**src/rtl/fifo_wr_ctrl_mc_if.sv**
```systemverilog
// Request/status bundle between channel producers/consumers and the multi-channel
// FIFO pointer controller; per-channel fields are packed channel 0 in the LSBs.
interface fifo_wr_ctrl_mc_if #(
   parameter int NUM_CH = 4,
   parameter int PTR    = 2
);
   logic [NUM_CH-1:0]         wr_req;
   logic [NUM_CH-1:0]         rd_req;
   logic [PTR:0]              af_thresh;
   logic [PTR:0]              ae_thresh;
   logic [NUM_CH-1:0]         err_clr;
   logic [NUM_CH-1:0]         push;
   logic [NUM_CH-1:0]         pop;
   logic [NUM_CH*PTR-1:0]     wr_ptr;
   logic [NUM_CH*PTR-1:0]     rd_ptr;
   logic [NUM_CH*(PTR+1)-1:0] count;
   logic [NUM_CH-1:0]         full;
   logic [NUM_CH-1:0]         empty;
   logic [NUM_CH-1:0]         almost_full;
   logic [NUM_CH-1:0]         almost_empty;
   logic [NUM_CH-1:0]         overflow_err;
   logic [NUM_CH-1:0]         underflow_err;

   modport master (
      output wr_req, rd_req, af_thresh, ae_thresh, err_clr,
      input  push, pop, wr_ptr, rd_ptr, count, full, empty,
             almost_full, almost_empty, overflow_err, underflow_err
   );

   modport slave (
      input  wr_req, rd_req, af_thresh, ae_thresh, err_clr,
      output push, pop, wr_ptr, rd_ptr, count, full, empty,
             almost_full, almost_empty, overflow_err, underflow_err
   );
endinterface

```
**src/rtl/fifo_wr_ctrl_mc.sv**
```systemverilog
// NUM_CH independent circular-buffer pointer/occupancy controllers sharing one
// dual-port memory; DEPTH need not be a power of two.
module fifo_wr_ctrl_mc #(
   parameter int NUM_CH = 4,
   parameter int DEPTH  = 4,
   parameter int PTR    = 2
) (
   input logic              clk,
   input logic              reset,
   fifo_wr_ctrl_mc_if.slave bus
);
   localparam logic [PTR:0]   DEPTH_C = (PTR+1)'(DEPTH);
   localparam logic [PTR-1:0] LAST_C  = PTR'(DEPTH-1);

   for (genvar gi = 0; gi < NUM_CH; gi++) begin : g_ch
      logic [PTR-1:0] wr_ptr_q, wr_ptr_d;
      logic [PTR-1:0] rd_ptr_q, rd_ptr_d;
      logic [PTR:0]   count_q, count_d;
      logic           ovf_q, ovf_d;
      logic           udf_q, udf_d;
      logic           push_c, pop_c, full_c, empty_c;

      always_comb begin
         full_c  = (count_q == DEPTH_C);
         empty_c = (count_q == '0);
         // pop never looks at push, so the full-bypass term below cannot loop
         pop_c   = bus.rd_req[gi] & ~empty_c & ~reset;
         push_c  = bus.wr_req[gi] & (~full_c | pop_c) & ~reset;

         wr_ptr_d = wr_ptr_q;
         if (push_c) begin
            wr_ptr_d = (wr_ptr_q == LAST_C) ? '0 : wr_ptr_q + 1'b1;
         end
         rd_ptr_d = rd_ptr_q;
         if (pop_c) begin
            rd_ptr_d = (rd_ptr_q == LAST_C) ? '0 : rd_ptr_q + 1'b1;
         end

         count_d = count_q;
         if (push_c && !pop_c) begin
            count_d = count_q + 1'b1;
         end else if (pop_c && !push_c) begin
            count_d = count_q - 1'b1;
         end

         // a fresh error in the same cycle as a clear must survive
         ovf_d = (bus.wr_req[gi] & ~push_c & ~reset) | (ovf_q & ~bus.err_clr[gi]);
         udf_d = (bus.rd_req[gi] & ~pop_c & ~reset) | (udf_q & ~bus.err_clr[gi]);
      end

      always_ff @(posedge clk) begin
         if (reset) begin
            wr_ptr_q <= '0;
            rd_ptr_q <= '0;
            count_q  <= '0;
            ovf_q    <= 1'b0;
            udf_q    <= 1'b0;
         end else begin
            wr_ptr_q <= wr_ptr_d;
            rd_ptr_q <= rd_ptr_d;
            count_q  <= count_d;
            ovf_q    <= ovf_d;
            udf_q    <= udf_d;
         end
      end

      assign bus.push[gi]                   = push_c;
      assign bus.pop[gi]                    = pop_c;
      assign bus.wr_ptr[gi*PTR +: PTR]      = wr_ptr_q;
      assign bus.rd_ptr[gi*PTR +: PTR]      = rd_ptr_q;
      assign bus.count[gi*(PTR+1) +: PTR+1] = count_q;
      assign bus.full[gi]                   = full_c;
      assign bus.empty[gi]                  = empty_c;
      assign bus.almost_full[gi]  = (bus.af_thresh != '0) && (count_q >= bus.af_thresh);
      assign bus.almost_empty[gi] = (count_q <= bus.ae_thresh);
      assign bus.overflow_err[gi]           = ovf_q;
      assign bus.underflow_err[gi]          = udf_q;
   end
endmodule
```
**src/flat_wrapper.sv**
```systemverilog
// flat-port wrapper written by rule: the top's interface ports become plain ports
module fifo_wr_ctrl_mc_flat 
#(
   parameter int NUM_CH = 4,
   parameter int DEPTH  = 4,
   parameter int PTR    = 2
)
  (clk, reset, bus_wr_req, bus_rd_req, bus_af_thresh, bus_ae_thresh, bus_err_clr, bus_push, bus_pop, bus_wr_ptr, bus_rd_ptr, bus_count, bus_full, bus_empty, bus_almost_full, bus_almost_empty, bus_overflow_err, bus_underflow_err);
  fifo_wr_ctrl_mc_if #(.NUM_CH(NUM_CH), .PTR(PTR)) bus_i ();
  input logic clk;
  input logic reset;
  input wire logic [$bits(bus_i.wr_req)-1:0] bus_wr_req;
  input wire logic [$bits(bus_i.rd_req)-1:0] bus_rd_req;
  input wire logic [$bits(bus_i.af_thresh)-1:0] bus_af_thresh;
  input wire logic [$bits(bus_i.ae_thresh)-1:0] bus_ae_thresh;
  input wire logic [$bits(bus_i.err_clr)-1:0] bus_err_clr;
  output wire logic [$bits(bus_i.push)-1:0] bus_push;
  output wire logic [$bits(bus_i.pop)-1:0] bus_pop;
  output wire logic [$bits(bus_i.wr_ptr)-1:0] bus_wr_ptr;
  output wire logic [$bits(bus_i.rd_ptr)-1:0] bus_rd_ptr;
  output wire logic [$bits(bus_i.count)-1:0] bus_count;
  output wire logic [$bits(bus_i.full)-1:0] bus_full;
  output wire logic [$bits(bus_i.empty)-1:0] bus_empty;
  output wire logic [$bits(bus_i.almost_full)-1:0] bus_almost_full;
  output wire logic [$bits(bus_i.almost_empty)-1:0] bus_almost_empty;
  output wire logic [$bits(bus_i.overflow_err)-1:0] bus_overflow_err;
  output wire logic [$bits(bus_i.underflow_err)-1:0] bus_underflow_err;
  assign bus_i.wr_req = bus_wr_req;
  assign bus_i.rd_req = bus_rd_req;
  assign bus_i.af_thresh = bus_af_thresh;
  assign bus_i.ae_thresh = bus_ae_thresh;
  assign bus_i.err_clr = bus_err_clr;
  assign bus_push = bus_i.push;
  assign bus_pop = bus_i.pop;
  assign bus_wr_ptr = bus_i.wr_ptr;
  assign bus_rd_ptr = bus_i.rd_ptr;
  assign bus_count = bus_i.count;
  assign bus_full = bus_i.full;
  assign bus_empty = bus_i.empty;
  assign bus_almost_full = bus_i.almost_full;
  assign bus_almost_empty = bus_i.almost_empty;
  assign bus_overflow_err = bus_i.overflow_err;
  assign bus_underflow_err = bus_i.underflow_err;
  fifo_wr_ctrl_mc #(.NUM_CH(NUM_CH), .DEPTH(DEPTH), .PTR(PTR)) u_core (.clk(clk), .reset(reset), .bus(bus_i));
endmodule
```
**config.mk**
```make
export PLATFORM = sky130hd
export DESIGN_NAME = fifo_wr_ctrl_mc_flat
export DESIGN_NICKNAME = d
export VERILOG_FILES = /design/src/rtl/fifo_wr_ctrl_mc_if.sv /design/src/rtl/fifo_wr_ctrl_mc.sv /design/src/flat_wrapper.sv
export SDC_FILE = /design/constraint.sdc
export NUM_CORES = 1
export LEC_CHECK = 0
export ABC_AREA = 1
export CAP_MARGIN = 15
export CORE_ASPECT_RATIO = 0.8
export CORE_MARGIN = 2
export CORE_UTILIZATION = 40
export DETAILED_ROUTE_END_ITERATION = 7
export MAX_ROUTING_LAYER = met4
export PLACE_DENSITY_LB_ADDON = 0.12
export SYNTH_ARGS = -nofsm -noshare
export SYNTH_HDL_FRONTEND = slang
export SYNTH_SLANG_ARGS = --single-unit
```
**constraint.sdc**
```tcl
create_clock -name clk -period 2.45 [get_ports clk]
set_input_delay 0.6125 -clock clk [delete_from_list [all_inputs] [get_ports clk]]
set_output_delay 0.6125 -clock clk [all_outputs]
set_load 0.005 [all_outputs]
```
After elaboration in Yosys (flattened, before gate mapping) --
Index checks and enable logic that the tools add are counted.
Storage, ports and cells: register bits 36, logic and storage cells 174
Cells by class: add/sub/neg operators 16, $lt $le $gt $ge 8, eq/ne operators 12, mux-type cells 16, bitwise gates (word level) 73, reduce and logical (&&, ||, !) cells 29
Operators with widths (number):
- bitwise AND 1 bit | 40
- 2-to-1 mux 3 bit | 8
- inverter 1 bit | 21
- adder 2 x 1 -> 2 bit, second input constant | 8
- equality test 2 bit, second input constant | 8
- 2-to-1 mux 2 bit | 8
- adder 3 x 1 -> 3 bit, second input constant | 4
- equality test 3 bit, second input constant | 4
- >= comparator 3 bit | 4
- less-or-equal comparator 3 bit | 4
- logical AND 1 bit | 12
- logical NOT 3 bit | 4
- bitwise OR 1 bit | 12
- subtractor 3 x 1 -> 3 bit, second input constant | 4
- logical NOT 1 bit | 8
- nonzero test 2 bit | 4
- nonzero test 3 bit | 1

Depth between registers and ports, before layout --
Gate-level depths: netlist of run 1.
depth in word-level cells 11, depth in mapped cells 14, mapped depth without buffers 14

Worst setup path before layout of run 1 --
OpenSTA, ideal clock, no wires.
path type in2reg, start point input port reset, end point register u_core.g_ch[0].count_q[2], arrival 2.040 ns, required time 2.340 ns, path slack 0.301 ns, stages 12, path buffers 1, cell sequence inv_4 -> buf_8 -> nand3_2 -> inv_1 -> ha_1 -> inv_1 -> fa_1 -> or2_2 -> nand3_1 -> nand2_1 -> inv_1 -> nor2_1
Between the ends: word-level cells in the longest chain between the ends 8
Ends and longest elaborated chain:
- start, declared | RTL line flat_wrapper.sv:11 | input logic reset;
- inverter 1 bit (*) | RTL line fifo_wr_ctrl_mc.sv:27, fifo_wr_ctrl_mc.sv:28
- bitwise AND 1 bit | RTL line fifo_wr_ctrl_mc.sv:27 | pop_c = bus.rd_req[gi] & ~empty_c & ~reset;
- bitwise OR 1 bit | RTL line fifo_wr_ctrl_mc.sv:28 | push_c = bus.wr_req[gi] & (~full_c | pop_c) & ~reset;
- bitwise AND 1 bit | RTL line fifo_wr_ctrl_mc.sv:28
- bitwise AND 1 bit (*) | RTL line fifo_wr_ctrl_mc.sv:28
- named net u_core.g_ch[0].push_c | RTL line fifo_wr_ctrl_mc.sv:21 | logic push_c, pop_c, full_c, empty_c;
- logical NOT 1 bit | RTL line fifo_wr_ctrl_mc.sv:42 | end else if (pop_c && !push_c) begin
- logical AND 1 bit | RTL line fifo_wr_ctrl_mc.sv:42
- nonzero test 2 bit (no source line)
- end signal, assigned | RTL line fifo_wr_ctrl_mc.sv:61 | count_q <= count_d;
- end, declared | RTL line fifo_wr_ctrl_mc.sv:18 | logic [PTR:0] count_q, count_d;
The timed path passes the listed nets; every way through them passes the cells marked *. A chain may end at the register's enable or synchronous reset.

Final worst setup path of run 1 --
start point input port bus_wr_req[3], end point output port bus_push[3]
Between the ends: word-level cells in the longest chain between the ends 2
Ends and longest elaborated chain:
- start, declared | RTL line flat_wrapper.sv:12 | input wire logic [$bits(bus_i.wr_req)-1:0] bus_wr_req;
- bitwise AND 1 bit (2 in series) | RTL line fifo_wr_ctrl_mc.sv:28
- end, declared | RTL line flat_wrapper.sv:17 | output wire logic [$bits(bus_i.push)-1:0] bus_push;
No other way between the ends.

==> results.cfg, run 1 <==
[status]
status = finished clean

[floorplanning]
start_util_pct = 40.7
die_h_um = 78.4
core_area_um2 = 6790
pin_count = 80
row_count = 27
die_area_um2 = 7590
dieWidth_um = 96.9

[power]
finalPower_w = 0.00252
ir_drop_mv = 0.265
p_leak_nw = 1.96
powerDensity_nw_per_um2 = 635

[route]
wl_per_cell_um = 11.2
ant_nets = 0
avgViaCountPerCell = 4.59
drt-total-wl_um = 6130
num_vias = 2504
first_iter_violations = 61
first_pass_iters = 4
drc_errors = 0

[critical_path]
cpMostUsedCell = clkdlybuf4s50_1
cpPeakStageDelay_ns = 0.50
cp_max_fo = 2
startpoint_type = input pin
crit_arrival_ns = 1.78
worstReg2RegStart = u_core.g_ch[2].count_q[0]$_SDFFE_PP0P_
endpoint_kind = output pin
crit_type = input pin to output pin
path_buf_inv = 3
crit_chain = clkdlybuf4s50_1, nand3_2, inv_1, clkdlybuf4s50_1
critPathSlowestCell = clkdlybuf4s50_1
crit_family = buffers and inverters
cp.required_ns = 1.84
worstSetupStartpoint = bus_wr_req[3]

[min_path]
hold_class = register to register
min-delay-start = u_core.g_ch[3].ovf_q$_SDFF_PP0_

[timing]
fin_crit_ns = 2.39
setup_viol = 0
drv_slew = 0
skew_ns = 0.00807
rsz0062_at_grt = no
fin_setup_tns_ns = 0
hold_viol_final = 0
fin_crit_sh_pct = 97.5
setup_slack_ns = 0.0623
worst_slew_pin_slew_ns = 0.361
fmax_mhz = 419
relSlewSlack_pct = 75.9

[clocking]
clock-sinks = 36
clockRootBuffer = clkbuf_8
clk_latency_ns = 0.30
cts_made_buffers = 5
clkSlewWorstSetupHoldPaths_ns = 0.09
cts_buffer_depth = 2
htreeDepth = 2
tritoncts = built

[layout]
drive_gt1_share_pct = 26.1
n_antenna_cell = 0
nets = 518
area_delta_synth_final_pct = 43.6
final_cell_mix = 67 x nand2_1, 57 x clkdlybuf4s50_1, 44 x inv_1
final_cell_count_no_fill = 546
layout_commonest_cell = nand2_1
final_util_pct = 58.5
fillCellCount = 677

[synth]
syn_nets = 424
syn_area_per_cell_um2 = 7.59
yosys-top-cells-area = dfxtp_1 26%, ha_1 16%, nand2_1 9.1%, buf_4 7.1%, inv_1 6.7%
ys_ff_latch = 36
synth_cell_types = 24
netlist_area_um2 = 2760
synth_top_area_share_pct = 26.1
syn_inst = 364
yosysSeqAreaShare_pct = 26.1
synth_top_area_cell = dfxtp_1
ys_warn_count = 0

[global_route]
grt_max_degree = 13
grt_pass1_wl_um = 10600
antenna_found_initial = 0
grt_pass1_vias = 2438
overflow = 0
gr-usage-all-layers_pct = 17.3

[place]
dpl.cell_count = 534
hpwlAfterDp_um = 4700
gp_congestion = 0.796
place_ws_ns = -0.511
port-buffer-count = 79

[job]
drv_cap = 0
==> synth_stat cells <==
master	number
nand2_4	8
buf_8	2
nand2_2	4
nand3_1	27
nand3_2	4
o21ai_0	17
nor3_2	3
inv_1	49
nor3_1	1
nor2_1	26
fa_1	4
o21ai_1	4
nor2_2	4
nand4_1	5
ha_1	36
buf_4	26
or2_2	9
dfxtp_1	36
a21oi_1	15
nand2_1	67
nand3_4	4
inv_4	1
o211ai_1	4
inv_2	8
==> report_power, final <==
part / leakage (nW) / total (W) / switching [W] / internal (W)
Sequential: 0.299 / 0.000793 / 0.000112 / 0.000681
Clock: 0.0541 / 0.000537 / 0.000235 / 0.000301
Combinational: 1.61 / 0.00119 / 0.000542 / 0.000650
==> flip-flops by register name (all words and copies together) (netlist names) <==
name                  flops
u_core.g_ch.rd_ptr_q      8
u_core.g_ch.udf_q         4
u_core.g_ch.wr_ptr_q      8
u_core.g_ch.ovf_q         4
u_core.g_ch.count_q      12
==> worst register-to-register path, cell delays in order (launching register included) <==
cell	delay [ns]
dfxtp_1	0.32
buf_4	0.16
nor2_2	0.16
nand2_1	0.14
nand2_4	0.09
ha_1	0.14
inv_1	0.06
fa_1	0.37
or2_2	0.31
nand3_1	0.07
nand2_1	0.05
inv_1	0.05
nor2_1	0.03
==> path summary, 6_finish.rpt <==
| path | slack (ns) | depth (start not counted) | end |
|---|---|---|---|
| min | 0.47 | 2 | u_core.g_ch[3].ovf_q$_SDFF_PP0_ |
| max | 0.06 | 4 | bus_push[3] |
| max reg2reg | 0.38 | 12 | u_core.g_ch[2].count_q[2]$_SDFFE_PP0P_ |
| min reg2reg | 0.47 | 2 | u_core.g_ch[3].ovf_q$_SDFF_PP0_ |
==> cells by family after synthesis <==
logic type / synth area share (%)
buffers and inverters: 16.1
adders and majority gates: 19.2
AOI/OAI and AO/OA: 7.61
and+or+nand+nor: 31.0
DFF: 26.1
==> final cells by class <==
type	count	area [um^2]	area share [%]
repair buffers	114	1040	26.2
repair inverters	1	3.75	0.0945
flip-flops and latches	36	727	18.3
clock buffers	5	68.8	1.73
well taps	87	109	2.74
multi-input cells	242	1750	44.1
inverters	58	228	5.74
clock inverters	3	42.5	1.07
==> stage by stage <==
stage	hold WS (ns)	area, um^2
6_report	0.467	3970
5_1_grt	0.498	3970
4_1_cts	0.471	3950
3_5_place_dp	0.457	3680
3_3_place_gp	0.452	3680
2_1_floorplan	0.438	2760
==> repair_timing <==
item	CTS	global route
hold endpoints to repair	0	0
endpoints found under the setup margin	18	11
hold buffers	0	0
pin swaps	5	5
buffers inserted	3	0
resized for setup	55	18
gates cloned	1	0
==> per-layer routing <==
layer	vias up	GRT usage, %	part of all wire, %
li1	1335	-	-
met1	1112	21.3	49
met2	52	28.8	45
met3	5	4.27	4.9
met4	0	4.37	0.73
met5	-	-	0
Note: power is estimated with default switching activity, not from simulation.
==> run 2, diff against run 1 <==
- CTS_CLUSTER_SIZE: unset -> 8
==> results of run 2 <==
Final layout, timing and power as in run 1 (identical DEF).
==> run 3, diff against run 2 <==
- CORE_ASPECT_RATIO: 0.8 -> 1.1
- clock period: 2.45 -> 2.2 ns (I/O delays scaled with it)
==> run 3 against run 2 <==
Effect of this change: die area about the same; final area increased by 3.4%; clock skew decreased by 0.0025 ns; setup slack improved by 0.0072 ns; critical path depth decreased by 1; sequential power increased by 7.2%; flip-flop and latch count unchanged; routed wire length increased by 5.1%; critical endpoint is now bus_full[0]; largest cell class unchanged.
==> results.cfg, run 3 (synthesis gave the netlist of run 1 again) <==
[route]
drt-total-wl_um = 6440
first_iter_violations = 34
ant_nets = 0
wl_per_cell_um = 11.5
first_pass_iters = 5
drc_errors = 0
avgViaCountPerCell = 4.63
num_vias = 2584

[critical_path]
crit_arrival_ns = 1.58
startpoint_type = register
critPathSlowestCell = clkdlybuf4s50_1
cp_max_fo = 5
cp.required_ns = 1.65
crit_type = register to output pin
crit_chain = buf_4, nor3_2, clkdlybuf4s50_1
endpoint_kind = output pin
cpPeakStageDelay_ns = 0.54
worst-r2r-cell-count = 15

[layout]
largest-register = u_core.g_ch.count_q
final_cell_mix = 62 x nand2_1, 55 x clkdlybuf4s50_1, 50 x buf_4
layout_commonest_cell = nand2_1
nets = 535
area_delta_synth_final_pct = 48.6
final_util_pct = 61.9
reg_top3 = u_core.g_ch.count_q x12, u_core.g_ch.rd_ptr_q x8, u_core.g_ch.wr_ptr_q x8
drive_gt1_share_pct = 32.4
n_antenna_cell = 0
largest_register_ffs = 12

[timing]
fin_crit_ns = 2.13
relSlewSlack_pct = 83.6
hold_viol_final = 0
skew_ns = 0.00561
fin_setup_tns_ns = 0
rsz0062_at_grt = no
hold_slack_ns = 0.460
worst_slew_pin_slew_ns = 0.246
drv_slew = 0
fin_crit_sh_pct = 96.8
fmax_mhz = 469
setup_viol = 0

[clocking]
clock-sinks = 36
cts_made_buffers = 5
cts_buffer_depth = 2
clockRootBuffer = clkbuf_8
htreeDepth = 2
clk_latency_ns = 0.30
clkSlewWorstSetupHoldPaths_ns = 0.08
tritoncts = built

[floorplanning]
dieWidth_um = 83.3
row_count = 31
die_h_um = 91.2
pin_count = 80
core_area_um2 = 6630
die_area_um2 = 7590
start_util_pct = 41.7

[global_route]
overflow = 0
grt_pass1_wl_um = 11100
grt_max_degree = 12
gr-usage-all-layers_pct = 18.3
grt_pass1_vias = 2553
antenna_found_initial = 0

[power]
p_leak_nw = 2.04
finalPower_w = 0.00293
ir_drop_mv = 0.434
powerDensity_nw_per_um2 = 712

[status]
status = finished clean

[job]
drv_cap = 0

[place]
gp_congestion = 0.790
port-buffer-count = 79
hpwlAfterDp_um = 4810

[min_path]
hold_class = register to register
whs_path_depth = 2
-- run 3: cell types whose count changed in the layout (fill, tap and decap cells not counted), moves of 4 or more --
cell,previous run,this run
buf_4,33,50
buf_2,2,7
dfxtp_4,0,5
nand2_1,67,62
nand2_2,4,9
inv_2,12,16
-- run 3: routing by layer --
metal	track usage (%)	part of all wire, %	vias up
met5	-	0	-
met4	5.05	1.1	0
met3	4.00	3.7	5
met2	33.7	54	46
met1	19.8	41	1160
li1	-	-	1373
-- run 3: final cells by class --
cell class / count / area, um^2
Multi-Input combinational cell: 242 / 1790
Tap cell: 82 / 103
Clock buffer: 6 / 72.6
Clock inverter: 2 / 35.0
Timing Repair Buffer: 131 / 1140
Fill cell: 620 / 2530
Sequential cell: 36 / 742
Timing Repair inverter: 1 / 3.75
Inverter: 58 / 228
-- run 3: power by group --
part / switching [W] / internal, W
clock network: 0.000260 / 0.000337
registers: 0.0000874 / 0.000763
logic: 0.000684 / 0.000795
-- run 3: path summary, 6_finish.rpt --
check                                              start  slack (ns)                                endpoint
hold / removal           u_core.g_ch[3].ovf_q$_SDFF_PP0_        0.46         u_core.g_ch[3].ovf_q$_SDFF_PP0_
setup reg to reg  u_core.g_ch[3].count_q[0]$_SDFFE_PP0P_        0.25  u_core.g_ch[3].count_q[2]$_SDFFE_PP0P_
hold reg to reg          u_core.g_ch[3].ovf_q$_SDFF_PP0_        0.46         u_core.g_ch[3].ovf_q$_SDFF_PP0_
setup / recovery  u_core.g_ch[0].count_q[1]$_SDFFE_PP0P_        0.07                             bus_full[0]
-- run 3: per-stage QoR --
| step | setup slack [ns] | cell area (um^2) | std cells |
|---|---|---|---|
| finish | 0.0695 | 4110 | 558 |
| global route | 0.00345 | 4110 | 558 |
| CTS | -0.0806 | 4080 | 553 |
| detailed placement | -0.624 | 3710 | 534 |
| global placement | -0.627 | 3710 | 534 |
| floorplan | 0.113 | 2760 | 364 |
-- run 3: repair_timing --
item | 4_1_cts | 5_1_grt
pin swaps | 8 | 4
buffers inserted | 11 | 5
hold endpoints to repair | 0 | 0
gates cloned | 1 | 0
setup endpoints to repair | 27 | 22
hold buffers | 0 | 0
resized for setup | 96 | 18
-- run 3: critical path: cells and delay by family, from the launching register on --
| kind | cells | cell delay, ns |
|---|---|---|
| AND/OR/NAND/NOR | 1 | 0.21 |
| buffers and inverters | 2 | 0.70 |
| flip-flops | 1 | 0.37 |
